[src/rtl/cpu_pkg.sv]
// ---------------------------------------------------------------------------
// cpu_pkg
// Shared types and constants for the ARM-style data-processing executor.
//   - state_t   : four-phase executor sequence (wait / read / execute / writeback)
//   - opcode_t  : the sixteen data-processing opcodes, encoded as in IR[24:21]
//   - shift_t   : barrel shifter operation, encoded as in IR[6:5]
//   - localparams naming every instruction field bit position
//   - cond_pass : condition-code evaluation against NZCV, used only when
//                 COND_EXEC_EN is defined
//   - is_test_op: opcodes that only set flags and never write a register
// ---------------------------------------------------------------------------
package cpu_pkg;

   typedef enum logic [1:0] {
      S_WAIT = 2'd0,
      S_READ = 2'd1,
      S_EXEC = 2'd2,
      S_WB   = 2'd3
   } state_t;

   typedef enum logic [3:0] {
      OP_AND = 4'h0,
      OP_EOR = 4'h1,
      OP_SUB = 4'h2,
      OP_RSB = 4'h3,
      OP_ADD = 4'h4,
      OP_ADC = 4'h5,
      OP_SBC = 4'h6,
      OP_RSC = 4'h7,
      OP_TST = 4'h8,
      OP_TEQ = 4'h9,
      OP_CMP = 4'hA,
      OP_CMN = 4'hB,
      OP_ORR = 4'hC,
      OP_MOV = 4'hD,
      OP_BIC = 4'hE,
      OP_MVN = 4'hF
   } opcode_t;

   typedef enum logic [1:0] {
      SH_LSL = 2'd0,
      SH_LSR = 2'd1,
      SH_ASR = 2'd2,
      SH_ROR = 2'd3
   } shift_t;

   // Instruction field positions
   localparam int COND_MSB   = 31;
   localparam int COND_LSB   = 28;
   localparam int CLASS_MSB  = 27;
   localparam int CLASS_LSB  = 26;
   localparam int IMM_BIT    = 25;
   localparam int OP_MSB     = 24;
   localparam int OP_LSB     = 21;
   localparam int S_BIT      = 20;
   localparam int RN_MSB     = 19;
   localparam int RN_LSB     = 16;
   localparam int RD_MSB     = 15;
   localparam int RD_LSB     = 12;
   localparam int RS_MSB     = 11;
   localparam int RS_LSB     = 8;
   localparam int SHIMM_MSB  = 11;
   localparam int SHIMM_LSB  = 7;
   localparam int SHTYPE_MSB = 6;
   localparam int SHTYPE_LSB = 5;
   localparam int SHREG_BIT  = 4;
   localparam int RM_MSB     = 3;
   localparam int RM_LSB     = 0;
   localparam int IMM8_MSB   = 7;
   localparam int IMM8_LSB   = 0;

   // nzcv is ordered {N,Z,C,V}; NV (4'hF) never passes
   function automatic logic cond_pass(input logic [3:0] cond, input logic [3:0] nzcv);
      logic n, z, c, v;
      n = nzcv[3];
      z = nzcv[2];
      c = nzcv[1];
      v = nzcv[0];
      case (cond)
         4'h0:    return z;
         4'h1:    return !z;
         4'h2:    return c;
         4'h3:    return !c;
         4'h4:    return n;
         4'h5:    return !n;
         4'h6:    return v;
         4'h7:    return !v;
         4'h8:    return c && !z;
         4'h9:    return !c || z;
         4'hA:    return n == v;
         4'hB:    return n != v;
         4'hC:    return !z && (n == v);
         4'hD:    return z || (n != v);
         4'hE:    return 1'b1;
         default: return 1'b0;
      endcase
   endfunction

   function automatic logic is_test_op(input opcode_t op);
      return (op == OP_TST) || (op == OP_TEQ) || (op == OP_CMP) || (op == OP_CMN);
   endfunction

endpackage

[src/rtl/cpu_alu.sv]
// ---------------------------------------------------------------------------
// cpu_alu
// Combinational barrel shifter followed by the 32-bit data-processing ALU.
// Ports:
//   a          in  32  first operand (Rn)
//   b          in  32  second operand before shifting (Rm, or zero-extended imm8)
//   shift_amt  in  8   shift/rotate amount (already doubled for immediates)
//   shift_type in  2   LSL/LSR/ASR/ROR, ignored when imm is set
//   imm        in  1   immediate operand: b is rotated right by shift_amt
//   opcode     in  4   data-processing opcode
//   c_in       in  1   current C flag (ADC/SBC/RSC input, zero-shift carry)
//   v_in       in  1   current V flag (kept by logical ops)
//   result     out 32  ALU result
//   n,z,c,v    out 1   candidate flags for this result
// ---------------------------------------------------------------------------
module cpu_alu
   import cpu_pkg::*;
(
   input  logic [31:0] a,
   input  logic [31:0] b,
   input  logic [7:0]  shift_amt,
   input  logic [1:0]  shift_type,
   input  logic        imm,
   input  logic [3:0]  opcode,
   input  logic        c_in,
   input  logic        v_in,
   output logic [31:0] result,
   output logic        n,
   output logic        z,
   output logic        c,
   output logic        v
);

   shift_t      sh_type;
   logic [4:0]  amt5;
   logic [4:0]  idx;
   logic [31:0] op2;
   logic        sh_c;
   opcode_t     op;
   logic [31:0] x;
   logic [31:0] y;
   logic        ci;
   logic        arith;
   logic [32:0] sum;

   // Barrel shifter. A zero amount passes the operand through and keeps the
   // old carry; register-specified amounts of 32 and above saturate.
   always_comb begin
      sh_type = imm ? SH_ROR : shift_t'(shift_type);
      amt5    = shift_amt[4:0];
      idx     = 5'd0;
      op2     = b;
      sh_c    = c_in;
      if (shift_amt != 8'd0) begin
         case (sh_type)
            SH_LSL: begin
               if (shift_amt < 8'd32) begin
                  op2  = b << amt5;
                  idx  = 5'd0 - amt5;
                  sh_c = b[idx];
               end else if (shift_amt == 8'd32) begin
                  op2  = '0;
                  sh_c = b[0];
               end else begin
                  op2  = '0;
                  sh_c = 1'b0;
               end
            end
            SH_LSR: begin
               if (shift_amt < 8'd32) begin
                  op2  = b >> amt5;
                  idx  = amt5 - 5'd1;
                  sh_c = b[idx];
               end else if (shift_amt == 8'd32) begin
                  op2  = '0;
                  sh_c = b[31];
               end else begin
                  op2  = '0;
                  sh_c = 1'b0;
               end
            end
            SH_ASR: begin
               if (shift_amt < 8'd32) begin
                  op2  = $unsigned($signed(b) >>> amt5);
                  idx  = amt5 - 5'd1;
                  sh_c = b[idx];
               end else begin
                  op2  = {32{b[31]}};
                  sh_c = b[31];
               end
            end
            default: begin
               // Rotating by a non-zero multiple of 32 leaves b intact but
               // still reports bit 31 as the carry.
               op2  = (b >> amt5) | (b << (5'd0 - amt5));
               sh_c = op2[31];
            end
         endcase
      end
   end

   // ALU. Every arithmetic op is folded into x + y + ci so that carry and
   // overflow come out of one adder; subtraction inverts the subtrahend.
   always_comb begin
      op     = opcode_t'(opcode);
      x      = a;
      y      = op2;
      ci     = 1'b0;
      arith  = 1'b1;
      result = '0;
      case (op)
         OP_SUB, OP_CMP: begin
            y  = ~op2;
            ci = 1'b1;
         end
         OP_RSB: begin
            x  = op2;
            y  = ~a;
            ci = 1'b1;
         end
         OP_ADD, OP_CMN: ci = 1'b0;
         OP_ADC: ci = c_in;
         OP_SBC: begin
            y  = ~op2;
            ci = c_in;
         end
         OP_RSC: begin
            x  = op2;
            y  = ~a;
            ci = c_in;
         end
         default: arith = 1'b0;
      endcase

      sum = {1'b0, x} + {1'b0, y} + {32'b0, ci};

      case (op)
         OP_AND, OP_TST: result = a & op2;
         OP_EOR, OP_TEQ: result = a ^ op2;
         OP_ORR:         result = a | op2;
         OP_MOV:         result = op2;
         OP_BIC:         result = a & ~op2;
         OP_MVN:         result = ~op2;
         default:        result = sum[31:0];
      endcase

      n = result[31];
      z = (result == 32'd0);
      c = arith ? sum[32] : sh_c;
      v = arith ? ((x[31] == y[31]) && (sum[31] != x[31])) : v_in;
   end

endmodule

[src/rtl/cpu.sv]
// ---------------------------------------------------------------------------
// cpu
// Multi-cycle executor for ARM-style 32-bit data-processing instructions.
// Each instruction takes four clocks: WAIT (latch instr) -> READ (fetch
// operands) -> EXEC (shift + ALU, result to datapath_out) -> WB (register
// and flag writeback). Holds a 16x32 register file, which is not reset.
// Ports:
//   clk           in  1   rising-edge clock
//   rst_n         in  1   synchronous active-low reset
//   instr         in  32  instruction word, sampled while waiting is high
//   waiting       out 1   idle in WAIT and accepting instr this cycle
//   status_out    out 32  {N,Z,C,V,28'b0}
//   datapath_out  out 32  result of the most recent executed instruction
// Build option:
//   COND_EXEC_EN  when defined, IR[31:28] is checked against NZCV and a
//                 failing instruction behaves like a NOP; otherwise every
//                 instruction executes.
// ---------------------------------------------------------------------------
module cpu
   import cpu_pkg::*;
(
   input  logic        clk,
   input  logic        rst_n,
   input  logic [31:0] instr,
   output logic        waiting,
   output logic [31:0] status_out,
   output logic [31:0] datapath_out
);

   state_t      state_q, state_d;
   logic [31:0] ir_q, ir_d;
   logic [31:0] a_q, a_d;
   logic [31:0] b_q, b_d;
   logic [7:0]  s_q, s_d;
   logic [31:0] dp_q, dp_d;
   logic [3:0]  flags_q, flags_d;
   logic [3:0]  cand_q, cand_d;
   logic        exec_ok_q, exec_ok_d;
   logic [31:0] regs_q [16];
   logic [31:0] regs_d [16];

   logic [3:0]  rn, rm, rs, rd;
   opcode_t     op;
   logic        imm_sel;
   logic [31:0] alu_b;
   logic [7:0]  alu_amt;
   logic [31:0] alu_res;
   logic        alu_n, alu_z, alu_c, alu_v;
   logic        cond_ok;
   logic        exec_en;

   assign rn      = ir_q[RN_MSB:RN_LSB];
   assign rm      = ir_q[RM_MSB:RM_LSB];
   assign rs      = ir_q[RS_MSB:RS_LSB];
   assign rd      = ir_q[RD_MSB:RD_LSB];
   assign op      = opcode_t'(ir_q[OP_MSB:OP_LSB]);
   assign imm_sel = ir_q[IMM_BIT];

   // Immediate operands rotate imm8 right by twice the 4-bit rotate field;
   // register operands shift by either the imm5 field or the low byte of Rs.
   assign alu_b   = imm_sel ? {24'b0, ir_q[IMM8_MSB:IMM8_LSB]} : b_q;
   assign alu_amt = imm_sel ? {3'b0, ir_q[RS_MSB:RS_LSB], 1'b0}
                  : (ir_q[SHREG_BIT] ? s_q : {3'b0, ir_q[SHIMM_MSB:SHIMM_LSB]});

`ifdef COND_EXEC_EN
   assign cond_ok = cond_pass(ir_q[COND_MSB:COND_LSB], flags_q);
`else
   logic cond_unused;
   assign cond_unused = ^ir_q[COND_MSB:COND_LSB];
   assign cond_ok     = 1'b1;
`endif

   // Only the data-processing class executes; other classes are 4-cycle NOPs
   assign exec_en = (ir_q[CLASS_MSB:CLASS_LSB] == 2'b00) && cond_ok;

   cpu_alu u_alu (
      .a          (a_q),
      .b          (alu_b),
      .shift_amt  (alu_amt),
      .shift_type (ir_q[SHTYPE_MSB:SHTYPE_LSB]),
      .imm        (imm_sel),
      .opcode     (ir_q[OP_MSB:OP_LSB]),
      .c_in       (flags_q[1]),
      .v_in       (flags_q[0]),
      .result     (alu_res),
      .n          (alu_n),
      .z          (alu_z),
      .c          (alu_c),
      .v          (alu_v)
   );

   // State register; reset always returns to WAIT, aborting any instruction
   always_ff @(posedge clk) begin
      if (!rst_n) begin
         state_q <= S_WAIT;
      end else begin
         state_q <= state_d;
      end
   end

   // Next state: a fixed four-step ring, one step per clock
   always_comb begin
      state_d = S_WAIT;
      case (state_q)
         S_WAIT:  state_d = S_READ;
         S_READ:  state_d = S_EXEC;
         S_EXEC:  state_d = S_WB;
         default: state_d = S_WAIT;
      endcase
   end

   // FSM outputs
   always_comb begin
      waiting = (state_q == S_WAIT);
   end

   // Datapath next-state: each phase loads only its own registers
   always_comb begin
      ir_d      = ir_q;
      a_d       = a_q;
      b_d       = b_q;
      s_d       = s_q;
      dp_d      = dp_q;
      flags_d   = flags_q;
      cand_d    = cand_q;
      exec_ok_d = exec_ok_q;
      regs_d    = regs_q;
      case (state_q)
         S_WAIT: begin
            ir_d = instr;
         end
         S_READ: begin
            a_d = regs_q[rn];
            b_d = regs_q[rm];
            s_d = regs_q[rs][7:0];
         end
         S_EXEC: begin
            exec_ok_d = exec_en;
            if (exec_en) begin
               dp_d   = alu_res;
               cand_d = {alu_n, alu_z, alu_c, alu_v};
            end
         end
         default: begin
            if (exec_ok_q && !is_test_op(op)) begin
               regs_d[rd] = dp_q;
            end
            if (exec_ok_q && ir_q[S_BIT]) begin
               flags_d = cand_q;
            end
         end
      endcase
   end

   // Datapath registers with synchronous reset
   always_ff @(posedge clk) begin
      if (!rst_n) begin
         ir_q      <= '0;
         a_q       <= '0;
         b_q       <= '0;
         s_q       <= '0;
         dp_q      <= '0;
         flags_q   <= '0;
         cand_q    <= '0;
         exec_ok_q <= 1'b0;
      end else begin
         ir_q      <= ir_d;
         a_q       <= a_d;
         b_q       <= b_d;
         s_q       <= s_d;
         dp_q      <= dp_d;
         flags_q   <= flags_d;
         cand_q    <= cand_d;
         exec_ok_q <= exec_ok_d;
      end
   end

   // Register file keeps its contents through reset, but a reset edge must
   // still suppress an in-flight writeback
   always_ff @(posedge clk) begin
      if (rst_n) begin
         regs_q <= regs_d;
      end
   end

   assign status_out   = {flags_q, 28'b0};
   assign datapath_out = dp_q;

endmodule

[config.mk]
export PLATFORM = sky130hd
export DESIGN_NAME = cpu
export DESIGN_NICKNAME = d
export VERILOG_FILES = /design/src/rtl/cpu_pkg.sv /design/src/rtl/cpu_alu.sv /design/src/rtl/cpu.sv
export SDC_FILE = /design/constraint.sdc
export NUM_CORES = 2
export LEC_CHECK = 0
export CAP_MARGIN = 20
export CORE_MARGIN = 4
export CORE_UTILIZATION = 32
export CTS_BUF_LIST = sky130_fd_sc_hd__clkbuf_4
export CTS_CLUSTER_DIAMETER = 200
export CTS_CLUSTER_SIZE = 30
export DETAILED_ROUTE_END_ITERATION = 7
export PLACE_DENSITY = 0.58
export SYNTH_ARGS = -nofsm -noshare
export SYNTH_HDL_FRONTEND = slang
export SYNTH_SLANG_ARGS = --single-unit
[constraint.sdc]
create_clock -name clk -period 18.95 [get_ports clk]
set_input_delay 3.79 -clock clk [delete_from_list [all_inputs] [get_ports clk]]
set_output_delay 3.79 -clock clk [all_outputs]
set_load 0.005 [all_outputs]
==> results.md <==
* Cts repair resizes at 0
* Ys flop type: edfxtp_1
* Cell Area, Synth at around 43000 um2
* Synth Warn # at 0
* Setup WS post-layout at around 9400 ps
* Commonest non-fill, non-tap cells in the layout: edfxtp_1 (512), mux4_2 (383), nor2_1 (302), nand2_1 (255), mux2i_1 (244)
* Initial Util at 0.3228
* Fill cells at about 13000
* # DRC at 0
* Area Growth Syn to Fin at 7.500%
* Number of buffers created by CTS at 26
* Clock skew at 92.63 ps
* Drt wl/cell at approximately 34 um
* Setup CP Type: reg -> reg
* Share of layout cells above drive strength 1 at 0.2028
* Max stage delay on crit path at roughly 760 ps
* First-pass GRT wire length at 249500 um
* Congestion Overflow GR at 0
* Root Driver: clkbuf_4
* Clock Sinks at 654
* H-tree lvl count at 1
* Die Wd at 372.6 um
* Setup Buffers After CTS at 0
* CTS tree: yes
* Post-route cell area at approximately 46000 um2
* Register area at around 18000 um2
* Slowest cell on the critical path: a21oi_2
* Core ar. at ~130000 um2
* Largest net degree at the start of global routing at 70
* GPL Wtd Cong at around 1.1
* Synth Instances at 3556
* Final setup violation count at 0
* Power density over the cells at 158.3 nW/um2
* Rows at about 130
* Distinct cells, synth at between 100 and 150
* Tot Pwr at around 7.2 mW
* Multi-input gate area at ~23000 um2
* CP max FO at 44
* Non-Filler Instances at 5278
* Placed cell areas at 45300 um2
* Run status: finished, final reports clean
* Initial antenna violation count at 4
* Vias in the first global route at roughly 33000
* Crit. End Element: register
* TritonRoute pass-1 iters at 7
* Setup TNS at 0 ps
* Async SR Flop Fraction at 0
* Final Hold Viols at 0
* Clk buf depth at 3
* VDD IR max at approximately 0.14 mV
* Most used cell, CP: buf_4
* Worst slew pin tran at 1307 ps
* Worst-path clk slew at roughly 330 ps
* Most common cell after layout, fill and taps aside: edfxtp_1
* Leakage at 14.74 nW
* Dpl ws at between 9000 and 10000 ps
* Seq/Total Area, Yosys at 0.4282
* Number of flops mapped to enable cells by yosys at between 500 and 600
* Worst EP required at approximately 20000 ps
* Max-slew headroom at 0.1272
* Initial DRC count at ~4800
* # port buffers at 66
* Via density at about 6.4
* Tmin final at 9529 ps
* HP Class: reg -> reg
* RSZ-0062 raised after global routing: no
* Post-placement cell count at 5218
* Final Cycle Share at 0.5028
* Nets at 3600
* Vias at 34010
* Startpoint Class: register
* Hold-fix buffers at CTS at 0
* CP arrival at approximately 10000 ps
* Post-DP HPWL at 120000 um
* Max Clock Freq at about 100 MHz
* IO Pins at slightly below 100
* DRT Wirelength at around 180000 um
* Die height at roughly 370 um
* Antenna Nets Post-Route at 0
* Skew-Pair Late Insertion Delay at between 1000 and 1500 ps
* Syn avg cell area at 11.96 um2
* MaxCap Viol Count at 0
* Synth Register Bits at roughly 650
* Max Slew Vio Count at 0
* DIE AREA at around 140000 um2
* All-Layer GR Usage at 0.2442
[layout make-up]
cell class / instances / share of cell area
multi-input combinational: 2560 / 0.5029
clock inverter: 3 / 0.0009303
timing repair buffer: 204 / 0.03718
clock buffer: 45 / 0.007387
antenna: 8 / 0.0004378
sequential: 654 / 0.3990
inverter: 49 / 0.004131
tap: 1755 / 0.04802
[power breakdown]
part,leakage [nW],switching (mW),internal (mW),total [mW]
logic,8.61,3.06,1.68,4.74
registers,5.90,0.269,1.69,1.96
clock network,0.227,0.427,0.109,0.537
[critical path: cells and delay by family (launching register included)]
kind	cells	cell delay (ps)
AOI/OAI and AO/OA	14	4590
adders and majority gates	2	510
muxes	1	150
xor gates and xnor gates	1	190
and+or+nand+nor	7	1880
buffers and inverters	5	1610
DFF	1	390
[stage by stage]
stage                     hold slack (ps)    util
after floorplan                     431.2       -
after global placement              445.7  0.3436
after detailed placement            447.4  0.3437
after CTS                           475.5  0.3466
after global routing                509.1  0.3469
final                               474.5  0.3470
[worst paths after layout]
path	slack (ps)	start	end	depth (start not counted)
worst min-delay path	470	cand_q[1]	cand_q[1]	2
worst max register to register	9420	ir_q[8]	cand_q[2]	30
worst min register to register	470	cand_q[1]	cand_q[1]	2
worst max-delay path	9420	ir_q[8]	cand_q[2]	30
[flip-flops by register name (all words and copies together) (netlist names)]
name,flops
a_q,32
b_q,32
cand_q,3
datapath_out,32
exec_ok_q,1
flags_q,4
ir_q,28
regs_q,512
s_q,8
state_q,2
[synthesized netlist by cell type, drive strengths merged (69+ instances only)]
| cell | instances | area, um2 |
|---|---|---|
| nor2 | 318 | 1196 |
| nand2 | 256 | 960.9 |
| edfxtp | 512 | 15370 |
| clkbuf | 166 | 623.1 |
| a21oi | 211 | 1067 |
| o21ai | 195 | 987.2 |
| mux2i | 253 | 2580 |
| ha | 69 | 863.3 |
| nor3 | 75 | 380.4 |
| buf | 154 | 835.8 |
| dfxtp | 142 | 2843 |
| mux4 | 383 | 8626 |
[logic make-up (layout without fill, tap and decap cells)]
group           count (synthesis)  after routing  share of synthesized area
flops                         654            654                     0.4282
other cells                     1             36                 0.00008815
compound gates                875            875                     0.1379
fa+ha+maj                      71             71                    0.02124
simple gates                  876            876                    0.09286
buf+inv                       369            301                    0.03862
mux                           674            674                     0.2737
xor+xnor                       36             36                   0.007412
[per-layer routing]
layer  GRT usage  vias to the layer above  part of all wire
li1            -                    14030                 -
met1      0.3335                    17420              0.41
met2      0.3799                     2120              0.45
met3     0.05247                      438             0.099
met4     0.09589                        4             0.047
met5           0                        -           0.00014
Power figures use the tool's default switching activity.
